==> config.mk <==
export PLATFORM = sky130hd
export DESIGN_NAME = bp_be_acc_op_sched
export DESIGN_NICKNAME = d
export VERILOG_FILES = /design/src/rtl/bp_be_acc_pkg.sv /design/src/rtl/bp_be_acc_sched_fifo.sv /design/src/rtl/bp_be_acc_op_sched.sv
export SDC_FILE = /design/constraint.sdc
export NUM_CORES = 1
export LEC_CHECK = 0
export CAP_MARGIN = 10
export CORE_AREA = 3 3 454 456
export CTS_CLUSTER_DIAMETER = 40
export DETAILED_ROUTE_END_ITERATION = 7
export DIE_AREA = 0 0 457 459
export PLACE_DENSITY_LB_ADDON = 0.12
export SLEW_MARGIN = 30
export SYNTH_ARGS = -nofsm -noshare
export SYNTH_HDL_FRONTEND = slang
export SYNTH_SLANG_ARGS = --single-unit
export TNS_END_PERCENT = 10
==> constraint.sdc <==
create_clock -name clk_i -period 28.9 [get_ports clk_i]
set_input_delay 4.335 -clock clk_i [delete_from_list [all_inputs] [get_ports clk_i]]
set_output_delay 4.335 -clock clk_i [all_outputs]
set_load 0.02 [all_outputs]
==> src/rtl/bp_be_acc_pkg.sv <==
// Shared types for the BE accelerator op scheduler: op encodings and FSM states.
// Activation loads (op[1]==0) advance the destination address; weight loads do not.
package bp_be_acc_pkg;

    typedef enum logic [1:0] {
        ACLD0 = 2'b00,
        ACLD1 = 2'b01,
        WTLD0 = 2'b10,
        WTLD1 = 2'b11
    } bp_be_acc_op_e;

    typedef enum logic [1:0] {
        eIDLE      = 2'b00,
        eWAIT_DATA = 2'b01,
        eISSUE     = 2'b10,
        eBUSY      = 2'b11
    } bp_be_acc_sched_state_e;

    function automatic logic is_act_op(input bp_be_acc_op_e op);
        return ~op[1];
    endfunction

endpackage

==> src/rtl/bp_be_acc_sched_fifo.sv <==
// 1r1w FIFO with full/empty and an overflow pulse for a dropped enqueue.
// Enqueue while full is accepted only when a dequeue happens in the same cycle.
module bp_be_acc_sched_fifo
    import bp_be_acc_pkg::*;
#(
    parameter int width_p = 2,
    parameter int els_p   = 2
) (
    input  logic               clk_i,
    input  logic               reset_n_i,
    input  logic [width_p-1:0] data_i,
    input  logic               v_i,
    input  logic               yumi_i,
    output logic [width_p-1:0] data_o,
    output logic               full_o,
    output logic               empty_o,
    output logic               overflow_o
);

    localparam int              ptr_w_lp = $clog2(els_p);
    localparam logic [ptr_w_lp:0] one_lp = 1;

    logic [width_p-1:0] mem_q [els_p];
    logic [ptr_w_lp:0]  wptr_q, rptr_q;
    logic               enq, deq;

    // Extra pointer MSB distinguishes full from empty when the indices match.
    assign empty_o    = (wptr_q == rptr_q);
    assign full_o     = (wptr_q[ptr_w_lp] != rptr_q[ptr_w_lp])
                     && (wptr_q[ptr_w_lp-1:0] == rptr_q[ptr_w_lp-1:0]);
    assign deq        = yumi_i & ~empty_o;
    assign enq        = v_i & (~full_o | deq);
    assign overflow_o = v_i & full_o & ~deq;
    assign data_o     = mem_q[rptr_q[ptr_w_lp-1:0]];

    always_ff @(posedge clk_i or negedge reset_n_i) begin
        if (!reset_n_i) begin
            wptr_q <= '0;
            rptr_q <= '0;
        end else begin
            if (enq) wptr_q <= wptr_q + one_lp;
            if (deq) rptr_q <= rptr_q + one_lp;
        end
    end

    always_ff @(posedge clk_i) begin
        if (enq) mem_q[wptr_q[ptr_w_lp-1:0]] <= data_i;
    end

endmodule

==> src/rtl/bp_be_acc_op_sched.sv <==
// Pairs committed tensor-load ops with wide D$ fill data and issues them one at a time to the DPU.
// Optional perf counters under BP_BE_ACC_SCHED_PERF_EN; issue is valid-then-ready, wide data cannot be stalled.
module bp_be_acc_op_sched
    import bp_be_acc_pkg::*;
#(
    parameter int block_width_p = 512,
    parameter int addr_width_p  = 64,
    parameter int els_p         = 2,
    parameter int stride_p      = 64
) (
    input  logic                     clk_i,
    input  logic                     reset_n_i,
    input  logic [1:0]               op_i,
    input  logic                     op_v_i,
    input  logic [block_width_p-1:0] wide_data_i,
    input  logic                     wide_v_i,
    input  logic [addr_width_p-1:0]  dest_base_i,
    input  logic                     dest_v_i,
    output logic [1:0]               dpu_op_o,
    output logic [block_width_p-1:0] dpu_data_o,
    output logic [addr_width_p-1:0]  dpu_addr_o,
    output logic                     dpu_v_o,
    input  logic                     dpu_ready_and_i,
    input  logic                     dpu_done_i,
    output logic                     busy_o,
    output logic                     panic_o
`ifdef BP_BE_ACC_SCHED_PERF_EN
    ,
    output logic [63:0]              perf_wait_data_o,
    output logic [63:0]              perf_wait_dpu_o
`endif
);

    bp_be_acc_sched_state_e   state_q, state_d;
    bp_be_acc_op_e            busy_op_q;
    logic [addr_width_p-1:0]  addr_q, addr_d;
    logic                     panic_q;

    logic                     op_full, op_empty, op_ovf;
    logic                     data_full, data_empty, data_ovf;
    logic [1:0]               op_head;
    logic [block_width_p-1:0] data_head;
    logic                     data_v, issue_hs, in_issue, act_done;
    logic                     op_avail, data_avail;

    assign data_v   = wide_v_i & ~panic_q;
    assign in_issue = (state_q == eISSUE);
    assign issue_hs = in_issue & dpu_ready_and_i;

    bp_be_acc_sched_fifo #(.width_p(2), .els_p(els_p)) op_fifo (
        .clk_i      (clk_i),
        .reset_n_i  (reset_n_i),
        .data_i     (op_i),
        .v_i        (op_v_i),
        .yumi_i     (issue_hs),
        .data_o     (op_head),
        .full_o     (op_full),
        .empty_o    (op_empty),
        .overflow_o (op_ovf)
    );

    bp_be_acc_sched_fifo #(.width_p(block_width_p), .els_p(els_p)) data_fifo (
        .clk_i      (clk_i),
        .reset_n_i  (reset_n_i),
        .data_i     (wide_data_i),
        .v_i        (data_v),
        .yumi_i     (issue_hs),
        .data_o     (data_head),
        .full_o     (data_full),
        .empty_o    (data_empty),
        .overflow_o (data_ovf)
    );

    // Count this cycle's enqueue as available so issue follows the later arrival by one cycle.
    assign op_avail   = ~op_empty | op_v_i;
    assign data_avail = ~data_empty | data_v;

    always_comb begin
        state_d = state_q;
        case (state_q)
            eIDLE:      if (op_avail) state_d = data_avail ? eISSUE : eWAIT_DATA;
            eWAIT_DATA: if (data_avail) state_d = eISSUE;
            eISSUE:     if (dpu_ready_and_i) state_d = eBUSY;
            eBUSY:      if (dpu_done_i) state_d = eIDLE;
            default:    state_d = eIDLE;
        endcase
    end

    assign act_done = (state_q == eBUSY) & dpu_done_i & is_act_op(busy_op_q);

    always_comb begin
        addr_d = addr_q;
        if (dest_v_i)      addr_d = dest_base_i;
        else if (act_done) addr_d = addr_q + addr_width_p'(stride_p);
    end

    always_ff @(posedge clk_i or negedge reset_n_i) begin
        if (!reset_n_i) begin
            state_q   <= eIDLE;
            busy_op_q <= ACLD0;
            addr_q    <= '0;
            panic_q   <= 1'b0;
        end else begin
            state_q <= state_d;
            addr_q  <= addr_d;
            panic_q <= panic_q | op_ovf | data_ovf;
            if (issue_hs) busy_op_q <= bp_be_acc_op_e'(op_head);
        end
    end

    assign dpu_v_o    = in_issue;
    assign dpu_op_o   = in_issue ? op_head   : '0;
    assign dpu_data_o = in_issue ? data_head : '0;
    assign dpu_addr_o = in_issue ? addr_q    : '0;
    assign busy_o     = op_full | data_full | (state_q == eBUSY) | in_issue;
    assign panic_o    = panic_q;

`ifdef BP_BE_ACC_SCHED_PERF_EN
    logic [63:0] perf_wait_data_q, perf_wait_dpu_q;

    always_ff @(posedge clk_i or negedge reset_n_i) begin
        if (!reset_n_i) begin
            perf_wait_data_q <= '0;
            perf_wait_dpu_q  <= '0;
        end else begin
            if ((state_q == eWAIT_DATA) && ~&perf_wait_data_q)
                perf_wait_data_q <= perf_wait_data_q + 64'd1;
            if (in_issue && !dpu_ready_and_i && ~&perf_wait_dpu_q)
                perf_wait_dpu_q <= perf_wait_dpu_q + 64'd1;
        end
    end

    assign perf_wait_data_o = perf_wait_data_q;
    assign perf_wait_dpu_o  = perf_wait_dpu_q;
`endif

endmodule
# Yosys cells after proc, flatten, opt, wreduce, memory -nomap -nowiden
# Memories as Yosys holds them, arrays and structs flattened.
# Cells that the tools add are included.
[totals]
register_bits = 77
ramBits = 1028
out_inout_bits = 581
elab_cells = 77
mem_count = 2
[op_classes]
addsub = 5
n_eq_ne = 13
n_mux = 15
n_bitwise = 29
n_reduce_logical = 5
[memory_table]
columns = ["name", "depth", "width", "rd", "rd_clocked_by_memory_dff", "write_ports", "line_no", "rtl"]
rows = [
  ["data_fifo.mem_q", 2, 512, 1, 0, 1, "bp_be_acc_sched_fifo.sv:23", "logic [width_p-1:0] mem_q [els_p];"],
  ["op_fifo.mem_q", 2, 2, 1, 0, 1, "bp_be_acc_sched_fifo.sv:23", ""],
]
[ops]
columns = ["op", "n"]
rows = [
  ["two-way mux 512 bit", 1],
  ["two-way mux 64 bit", 3],
  ["adder 64 x 7 -> 64 bit, second input constant", 1],
  ["AND 1 bit", 12],
  ["two-way mux 2 bit", 6],
  ["OR 1 bit", 9],
  ["adder 2 x 1 -> 2 bit, second input constant", 4],
  ["!= test 2 bit, second input constant", 4],
  ["NOT 1 bit", 8],
  ["one-hot mux 2 bit (4 select lines)", 1],
  ["== test 2 bit", 2],
  ["== test 2 bit, second input constant", 2],
  ["two-way mux 1 bit", 4],
  ["AND reduction 4 bit", 1],
  ["== test 1 bit", 2],
  ["== test 2 x 1 -> 1 bit, second input constant", 1],
  ["logical AND 1 bit", 2],
  ["zero test 2 bit", 1],
  ["!= test 1 bit", 2],
  ["nonzero test 2 bit", 1],
]

# Longest topological paths before layout
# Gate-level depths: netlist of run 1.
[logic_depth]
depth_word = 7
ltp_mapped = 8

# Hierarchy
# A second synthesis of run 1 with hierarchy kept.
[unflattened]
cells_unflattened = 2754
hier_area_um2 = 45483.6
[by_module_without_submodules]
columns = ["mod", "instances", "cells_each", "area_per_inst_um2", "seq_area_each_um2"]
rows = [
  ["bp_be_acc_sched_fifo at data_fifo", 1, 1624, 37181.9, 30849.6],
  ["bp_be_acc_op_sched", 1, 1095, 7908.8, 1701.6],
  ["bp_be_acc_sched_fifo at op_fifo", 1, 35, 392.9, 220.2],
]

# Least setup slack after synthesis of run 1
# OpenSTA, ideal clock, no wires.
[synth_timing]
path_kind = "input to register"
start = "in dpu_ready_and_i"
end = "mem data_fifo.mem_q[0][0] in the netlist's numbering, enable pin"
arrival_time_ps = 27055
t_required_ps = 27448
slack_ps = 392
path_stages = 3
path_buffers = 0
path_cell_list = "nand2_1 -> a21oi_1 -> nor2b_1"
[synth_via]
elab_chain_cells = 6
[synth_rtl]
columns = ["element", "line_no", "rtl"]
rows = [
  ["from (decl)", "bp_be_acc_op_sched.sv:23", "input logic dpu_ready_and_i,"],
  ["AND 1 bit", "bp_be_acc_op_sched.sv:48", "assign issue_hs = in_issue & dpu_ready_and_i;"],
  ["AND 1 bit", "bp_be_acc_sched_fifo.sv:31", "assign deq = yumi_i & ~empty_o;"],
  ["OR 1 bit", "bp_be_acc_sched_fifo.sv:32", "assign enq = v_i & (~full_o | deq);"],
  ["AND 1 bit", "bp_be_acc_sched_fifo.sv:32", ""],
  ["two-way mux 1 bit", "bp_be_acc_sched_fifo.sv:47", "if (enq) mem_q[wptr_q[ptr_w_lp-1:0]] <= data_i;"],
  ["two-way mux 1 bit (not written as such)", "bp_be_acc_sched_fifo.sv:47", ""],
  ["to (decl)", "bp_be_acc_sched_fifo.sv:23", ""],
]
# No other way between the ends.

# Worst setup path after layout of run 1
[layout_timing]
start = "reg state_q[0]"
end = "out dpu_data_o[50]"
[layout_via]
elab_chain_cells = 2
[layout_rtl]
columns = ["element", "line_no", "rtl"]
rows = [
  ["from (decl)", "bp_be_acc_op_sched.sv:34", "bp_be_acc_sched_state_e state_q, state_d;"],
  ["from (signal assigned)", "bp_be_acc_op_sched.sv:99", "state_q <= eIDLE;"],
  ["from (signal assigned)", "bp_be_acc_op_sched.sv:104", "state_q <= state_d;"],
  ["== test 2 bit", "bp_be_acc_op_sched.sv:47", "assign in_issue = (state_q == eISSUE);"],
  ["two-way mux 512 bit", "bp_be_acc_op_sched.sv:113", "assign dpu_data_o = in_issue ? data_head : '0;"],
  ["to (decl)", "bp_be_acc_op_sched.sv:20", "output logic [block_width_p-1:0] dpu_data_o,"],
]
# No other way between the ends.

==> summary.txt, run 1 <==
Logic synthesis
  – Top-area cell type share of the netlist area: 71.33%
  – Yosys warns: 0
  – Synth area leaders: edfxtp_1 (71%), mux2i_1 (12%), nor2_1 (4.8%)
  – Async SR Flop Fraction: slightly below 7%
  – Seq/Total Area, Yosys: between 70% and 80%
  – Post-synthesis simple-gate area fraction: around 8.4%
  – Post-synthesis compound-gate area fraction: under 10%
  – Post-synth top area cell: edfxtp_1
  – Synthesized instance count: approximately 2.7k
  – Syn Area/Cell: between 15 and 20 sq um
  – Netlist cell types: 58
  – Xor/xnor share of the synthesized area: 0.9511%
  – Post-synth EDFFs: about 1.0k
  – Yosys reg bits: 1104
  – Cell Area, Synth: 0.04328 sq mm
  – Synth Area in Adders: less than 1%
  – Main combinational cell family by area after synthesis: multiplexers
  – Top_reg_cell synth: edfxtp_1
  – Syn nets: 3324
  – Post-synthesis mux area share: approximately an eighth

Setup path
  – Worst R2R Start: state_q[0]
  – Maximum fanout along the worst path: ~110
  – Worst reg2reg path depth: 10
  – Max incr delay on CP: approximately 0.74 ns
  – R2r endpoint: data_fifo.mem_q[1][488]
  – Startpoint Class: flip-flop
  – CP cell instances: inv_1 > ha_2 > buf_4 > inv_8 > buf_4 > buf_4 > nor2_1 > clkdlybuf4s50_1
  – Crit path required time: ~25 ns
  – Cell repeated most along the worst path: buf_4
  – Crit-path slowest cell: buf_4
  – Crit path capture: dpu_data_o[50]
  – CP Class: reg2out
  – CP arrival: around 5.0 ns
  – CP Capture Type: output port
  – CP startpoint: state_q[0]
  – Reg2reg setup slack: between 20 and 25 ns

Floorplanning
  – FP Rows: between 150 and 200
  – Die Y: roughly 460 um
  – Initial cell density of the core: a little over a fifth
  – Full die area: about 0.21 sq mm
  – Die Width: about 460 um
  – Core Region: roughly 0.20 sq mm
  – Ports: between 1k and 1.5k

Place
  – Placed Cells incl. Taps: between 6k and 7k
  – Port bufs: between 1k and 1.5k
  – Post-DP HPWL: 123600 um
  – GP Congestion: just over 0.8

Clocking
  – # hold bufs at CTS: 0
  – Worst-skew pair later-pin latency: 0.87 ns
  – Max H-tree Level: 4
  – # clock sinks: 1104
  – CTS tree: built
  – Post-CTS resize count: 0
  – CTS Buf Count: 213
  – Clock buffer depth: 3
  – Clock transition at path regs: around 0.040 ns
  – Root buf cell: clkbuf_16
  – Setup Buffers After CTS: 0

Routing
  – Routed via count: 28.01k
  – Total routed wirelength: 170500 um
  – Vias per inst: between 4 and 5
  – Antenna-violating nets left: 0
  – DRT iter0 DRCs: 1565
  – Routed length per instance: between 20 and 25 um
  – Post-route DRC violation count: 0
  – Drt pass-1 iters: 5

Final layout
  – Footprint of the multi-input gates: 0.009893 sq mm
  – Fillers: 20.02k
  – Fin util: between 30% and 40%
  – Most frequent cells in the layout: clkdlybuf4s50_1 (1163), edfxtp_1 (1028), nor2_1 (551)
  – Layout cells sized above 1: 9.714%
  – Layout Area Growth over Synthesis: 51.88%
  – Fin nets: 4597
  – Layout Cells excl Fill: 6881
  – FF+latch area: approximately 0.033 sq mm
  – Most common cell after layout, fill and taps aside: clkdlybuf4s50_1

Global routing
  – Initial antenna violation count: 92
  – Vias in the first global route: a little under 30k
  – Total GRT Usage: 15.69%
  – Largest net degree at the start of global routing: 147
  – Total gr overflow: 0
  – First-pass GRT wire length: roughly 230000 um

STA
  – Worst hold slack: between 0.4 and 0.5 ns
  – Skew final: 0.07187 ns
  – Worst slew pin tran: approximately 1.0 ns
  – Final setup vio count: 0
  – Slew HR: 30.58%
  – Min Tclk post-route: just over 9 ns
  – Final hold violations: 0
  – RSZ-0062 raised after global routing: false
  – Max Fclk: 106.9 MHz
  – Final Max Tran Viols: 0
  – Setup_tns: 0 ns
  – Final Cycle Share: around 32%

Worst hold path
  – Worst hold path class: reg2reg

Pwr
  – Pwr dens: a little under 100 mW/mm^2
  – Tot Pwr: roughly 6.5 mW
  – Worst vdd rail ir drop: just over 0.06 mV
  – P_leak: between 20 and 25 nW

Outcome
  – Status: finished clean

Flow run
  – Total of max-cap violations: 0
## through the flow
stage | cell area [sq um] | setup slack (ns)
2_1_floorplan | 43280 | 0.3924
3_3_place_gp | 58020 | 18.63
3_5_place_dp | 58120 | 18.74
4_1_cts | 65650 | 19.33
5_1_grt | 65690 | 19.06
6_report | 65730 | 19.55
## how the worst min path moves through the flow
stage                            from                 to  slack (ns)  depth (start not counted)
finish              op_fifo.rptr_q[1]  op_fifo.rptr_q[1]        0.49                          1
global route        op_fifo.rptr_q[1]  op_fifo.rptr_q[1]        0.51                          1
CTS                 op_fifo.rptr_q[1]  op_fifo.rptr_q[1]        0.50                          1
detailed placement  op_fifo.rptr_q[1]  op_fifo.rptr_q[1]        0.49                          1
global placement    op_fifo.rptr_q[1]  op_fifo.rptr_q[1]        0.48                          1
floorplan           op_fifo.wptr_q[1]  op_fifo.wptr_q[1]        0.46                          1
## worst max-delay path: cells and delay by family (launching register included)
family,cells,cell delay (ns)
buf+inv,6,2.94
fa+ha+maj,1,0.18
flops,1,0.39
simple gates,1,0.15
## power breakdown
| group | switching [mW] | internal [mW] | total (mW) | leakage, nW |
|---|---|---|---|---|
| Combinational | 1.27 | 0.907 | 2.18 | 9.03 |
| Clock | 0.877 | 1.67 | 2.55 | 3.59 |
| Sequential | 0.0416 | 1.77 | 1.81 | 10.1 |
| Total | 2.19 | 4.34 | 6.54 | 22.8 |
## cells by family after synthesis
group	count (synthesis)
mux	524
simple gates	809
compound gates	89
fa+ha+maj	6
xor+xnor	47
flops	1104
buf+inv	154
## metal layers
| layer | share of wire, % | track usage (%) | up-vias |
|---|---|---|---|
| li1 | - | - | 12771 |
| met2 | 48 | 26.22 | 1111 |
| met3 | 10 | 7.700 | 311 |
| met5 | 0.30 | 0 | - |
| met4 | 2.2 | 3.956 | 80 |
| met1 | 39 | 17.89 | 13740 |
## cell type report
type | instances | area share, %
tap | 2672 | 5.086
timing repair buffer | 1201 | 18.39
multi-input combinational | 1475 | 15.05
inverter | 11 | 0.07424
sequential | 1104 | 49.86
clock inverter | 164 | 3.169
clock buffer | 235 | 8.295
antenna | 19 | 0.07233
## flip-flops by register name, summed over array words and instances, names as in the netlist
register and cells:
data_fifo.mem_q 1024, addr_q 64, op_fifo.mem_q 4, data_fifo.rptr_q 2
data_fifo.wptr_q 2, op_fifo.rptr_q 2, op_fifo.wptr_q 2, state_q 2
busy_op_q 1, panic_o 1
## synth_stat cells, types with 11 or more instances
library cell / number
a31oi_1: 17
and2_1: 70
and4_1: 13
buf_1: 42
buf_2: 12
clkbuf_1: 84
dfrtp_1: 76
edfxtp_1: 1028
mux2i_1: 516
nand2_1: 65
nand3_1: 23
nand4_1: 23
nor2_1: 551
o21ai_0: 51
or3_1: 11
xnor2_1: 14
xor2_1: 33
Note: power is estimated with default switching activity, not from simulation.
==> run 2: changes to the inputs <==
==> constraint.sdc (replaced) <==
create_clock -name clk_i -period 9 [get_ports clk_i]
set_input_delay 1.35 -clock clk_i [delete_from_list [all_inputs] [get_ports clk_i]]
set_output_delay 1.35 -clock clk_i [all_outputs]
set_load 0.02 [all_outputs]
==> run 2 against run 1 <==
Sequential power grew to 3.2 times the previous value. Final area shrank 0.13%. Via count grew 0.31%. Routed wire length grew 0.20%. Count of clock-buffer cells in the layout grew 14. Non-clock buffer count shrank 5. Worst hold slack lost 0.062 ns. Final cell count is essentially flat. Core utilization is essentially flat. Highest routed layer unchanged. Largest cell class unchanged. Clock skew shrank 0.014 ns. Clock power grew to 3.2 times the previous value. Critical path type unchanged.
==> summary.txt, run 2 (same netlist as run 1, synthesis figures left out) <==
Floorplanning
  – Die Y: 459 um (unchanged)
  – Ports: 1166 (unchanged)
  – Initial cell density of the core: 21.41% (unchanged)
  – FP Rows: 165 (unchanged)
  – Core Region: 0.2021 sq mm (unchanged)
  – Die Width: 457 um (unchanged)
  – Full die area: 0.2098 sq mm (unchanged)

Global routing
  – Initial antenna violation count: 104 (was 92)
  – Vias in the first global route: 29.22k (was 28.92k)
  – First-pass GRT wire length: 234100 um (was 231700 um)
  – Total GRT Usage: 15.80% (was 15.69%)
  – Largest net degree at the start of global routing: 161 (was 147)
  – Total gr overflow: 0 (unchanged)

Pwr
  – Pwr dens: 318.1 mW/mm^2 (was 99.45 mW/mm^2)
  – Worst vdd rail ir drop: 0.1829 mV (was 0.06114 mV)
  – Tot Pwr: 20.88 mW (was 6.537 mW)
  – P_leak: 22.69 nW (was 22.76 nW)

Place
  – Post-DP HPWL: 122000 um (was 123600 um)
  – Worst slack, placed: 4.037 ns (was 18.74 ns)
  – Port bufs: 1165 (unchanged)
  – Placed Cells incl. Taps: 6456 (was 6462)
  – GP Congestion: 0.7898 (was 0.8289)
  – Placed instance area: 0.05814 sq mm (was 0.05812 sq mm)

Setup path
  – Crit-path slowest cell: clkdlybuf4s50_1 (was buf_4)
  – CP arrival: 4.41 ns (was 5.02 ns)
  – Max incr delay on CP: 0.71 ns (was 0.74 ns)
  – Maximum fanout along the worst path: 160 (was 112)
  – R2r endpoint: data_fifo.mem_q[1][239] (was data_fifo.mem_q[1][488])
  – CP Capture Type: output port (unchanged)
  – CP Class: reg2out (unchanged)
  – Worst reg2reg path depth: 8 (was 10)
  – Reg2reg setup slack: 5.14 ns (was 22.72 ns)
  – Startpoint Class: flip-flop (unchanged)
  – CP cell instances: inv_1 > ha_2 > buf_4 > inv_8 > buf_12 > nor2_1 > clkdlybuf4s50_1 (was inv_1 > ha_2 > buf_4 > inv_8 > buf_4 > buf_4 > nor2_1 > clkdlybuf4s50_1)
  – Crit path required time: 7.65 ns (was 24.57 ns)
  – Worst R2R Start: state_q[0] (unchanged)

STA
  – Skew final: 0.05822 ns (was 0.07187 ns)
  – Final Cycle Share: 64.01%
  – Worst slew pin tran: 1.014 ns (was 1.041 ns)
  – Final Max Tran Viols: 0 (unchanged)
  – Final WS setup: 3.240 ns (was 19.55 ns)
  – Final hold violations: 0 (unchanged)
  – Final setup vio count: 0 (unchanged)
  – Slew HR: 32.40% (was 30.58%)
  – Min Tclk post-route: roughly 5.8 ns
  – RSZ-0062 raised after global routing: false (unchanged)
  – Max Fclk: between 150 and 200 MHz

Final layout
  – Layout Area Growth over Synthesis: 51.69% (was 51.88%)
  – Most frequent cells in the layout: clkdlybuf4s50_1 (1163), edfxtp_1 (1028), nor2_1 (551) (unchanged)
  – Layout Cells excl Fill: 6880 (was 6881)
  – Fin nets: 4595 (was 4597)
  – Most common cell after layout, fill and taps aside: clkdlybuf4s50_1 (unchanged)
  – Layout cells sized above 1: 9.742% (was 9.714%)
  – Largest register FFs: 1024 (unchanged)
  – Final instance area: 0.06565 sq mm (was 0.06573 sq mm)

Clocking
  – Post-CTS resize count: 0 (unchanged)
  – Clock buffer depth: 3 (unchanged)
  – Clock transition at path regs: 0.04 ns (about the same)
  – CTS tree: built (unchanged)
  – Worst-skew pair later-pin latency: 0.81 ns (was 0.87 ns)
  – # hold bufs at CTS: 0 (unchanged)
  – Root buf cell: clkbuf_16 (unchanged)
  – Max H-tree Level: 4 (unchanged)
  – # clock sinks: 1104 (unchanged)
  – Setup Buffers After CTS: 0 (unchanged)
  – CTS Buf Count: 216 (was 213)

Routing
  – DRT iter0 DRCs: 1391 (was 1565)
  – Routed length per instance: 24.83 um (was 24.77 um)
  – Total routed wirelength: 170800 um (was 170500 um)
  – Routed via count: 28.10k (was 28.01k)
  – Post-route DRC violation count: 0 (unchanged)
  – Vias per inst: 4.084 (was 4.071)
  – Drt pass-1 iters: 5 (unchanged)
  – Antenna-violating nets left: 0 (unchanged)

Flow run
  – Total of max-cap violations: 0 (unchanged)

Outcome
  – Status: finished clean (unchanged)

Worst hold path
  – Worst hold path class: in2async (was reg2reg)
run 2: worst max-delay path by stage:
stage	start	endpoint	slack, ns	cells after the start
2_1_floorplan	dpu_ready_and_i	data_fifo.mem_q[0][0]	-0.77	3
3_3_place_gp	state_q[0]	dpu_data_o[473]	4.06	7
3_5_place_dp	state_q[0]	dpu_data_o[473]	4.04	7
4_1_cts	state_q[0]	dpu_data_o[473]	3.08	7
5_1_grt	state_q[0]	dpu_data_o[473]	3.00	7
6_report	state_q[0]	dpu_data_o[473]	3.24	7
run 2: area by class of cell:
cell class              count  area (sq um)
diodes                     20         50.05
clock buffers             249          5569
repair buffers           1196         12110
clock inverters           153          1833
flip-flops and latches   1104         32780
fillers                 19980        136500
multi-input cells        1475          9925
inverters                  11         48.80
well taps                2672          3343
run 2: per-stage QoR:
stage	hold WS (ns)	util, %	TNS, ns
floorplan	0.4604	-	-396.50
global placement	0.4649	28.76	0
detailed placement	0.4750	28.77	0
CTS	0.3312	32.43	0
global route	0.3677	32.46	0
finish	0.4319	32.48	0
run 2: worst max-delay path, delay by kind of cell, from the launching register on:
kind                       cells  cell delay, ns
adders and majority gates      1            0.17
buffers and inverters          5            2.11
and+or+nand+nor                1            0.54
DFF                            1            0.40
run 2: power by group:
group / internal [mW] / switching, mW / leakage (nW) / total (mW)
Sequential: 5.68 / 0.109 / 10.1 / 5.79
Clock: 5.23 / 2.83 / 3.53 / 8.06
Combinational: 2.92 / 4.12 / 9.02 / 7.04
Total: 13.8 / 7.05 / 22.7 / 20.9
run 2: per-layer routing:
metal / up-vias / GRT usage (%) / share of wire (%)
met5: - / 0 / 0.31
met4: 84 / 3.775 / 2.0
met3: 350 / 8.465 / 11
met2: 1111 / 26.98 / 49
met1: 13760 / 17.14 / 37
li1: 12795 / - / -
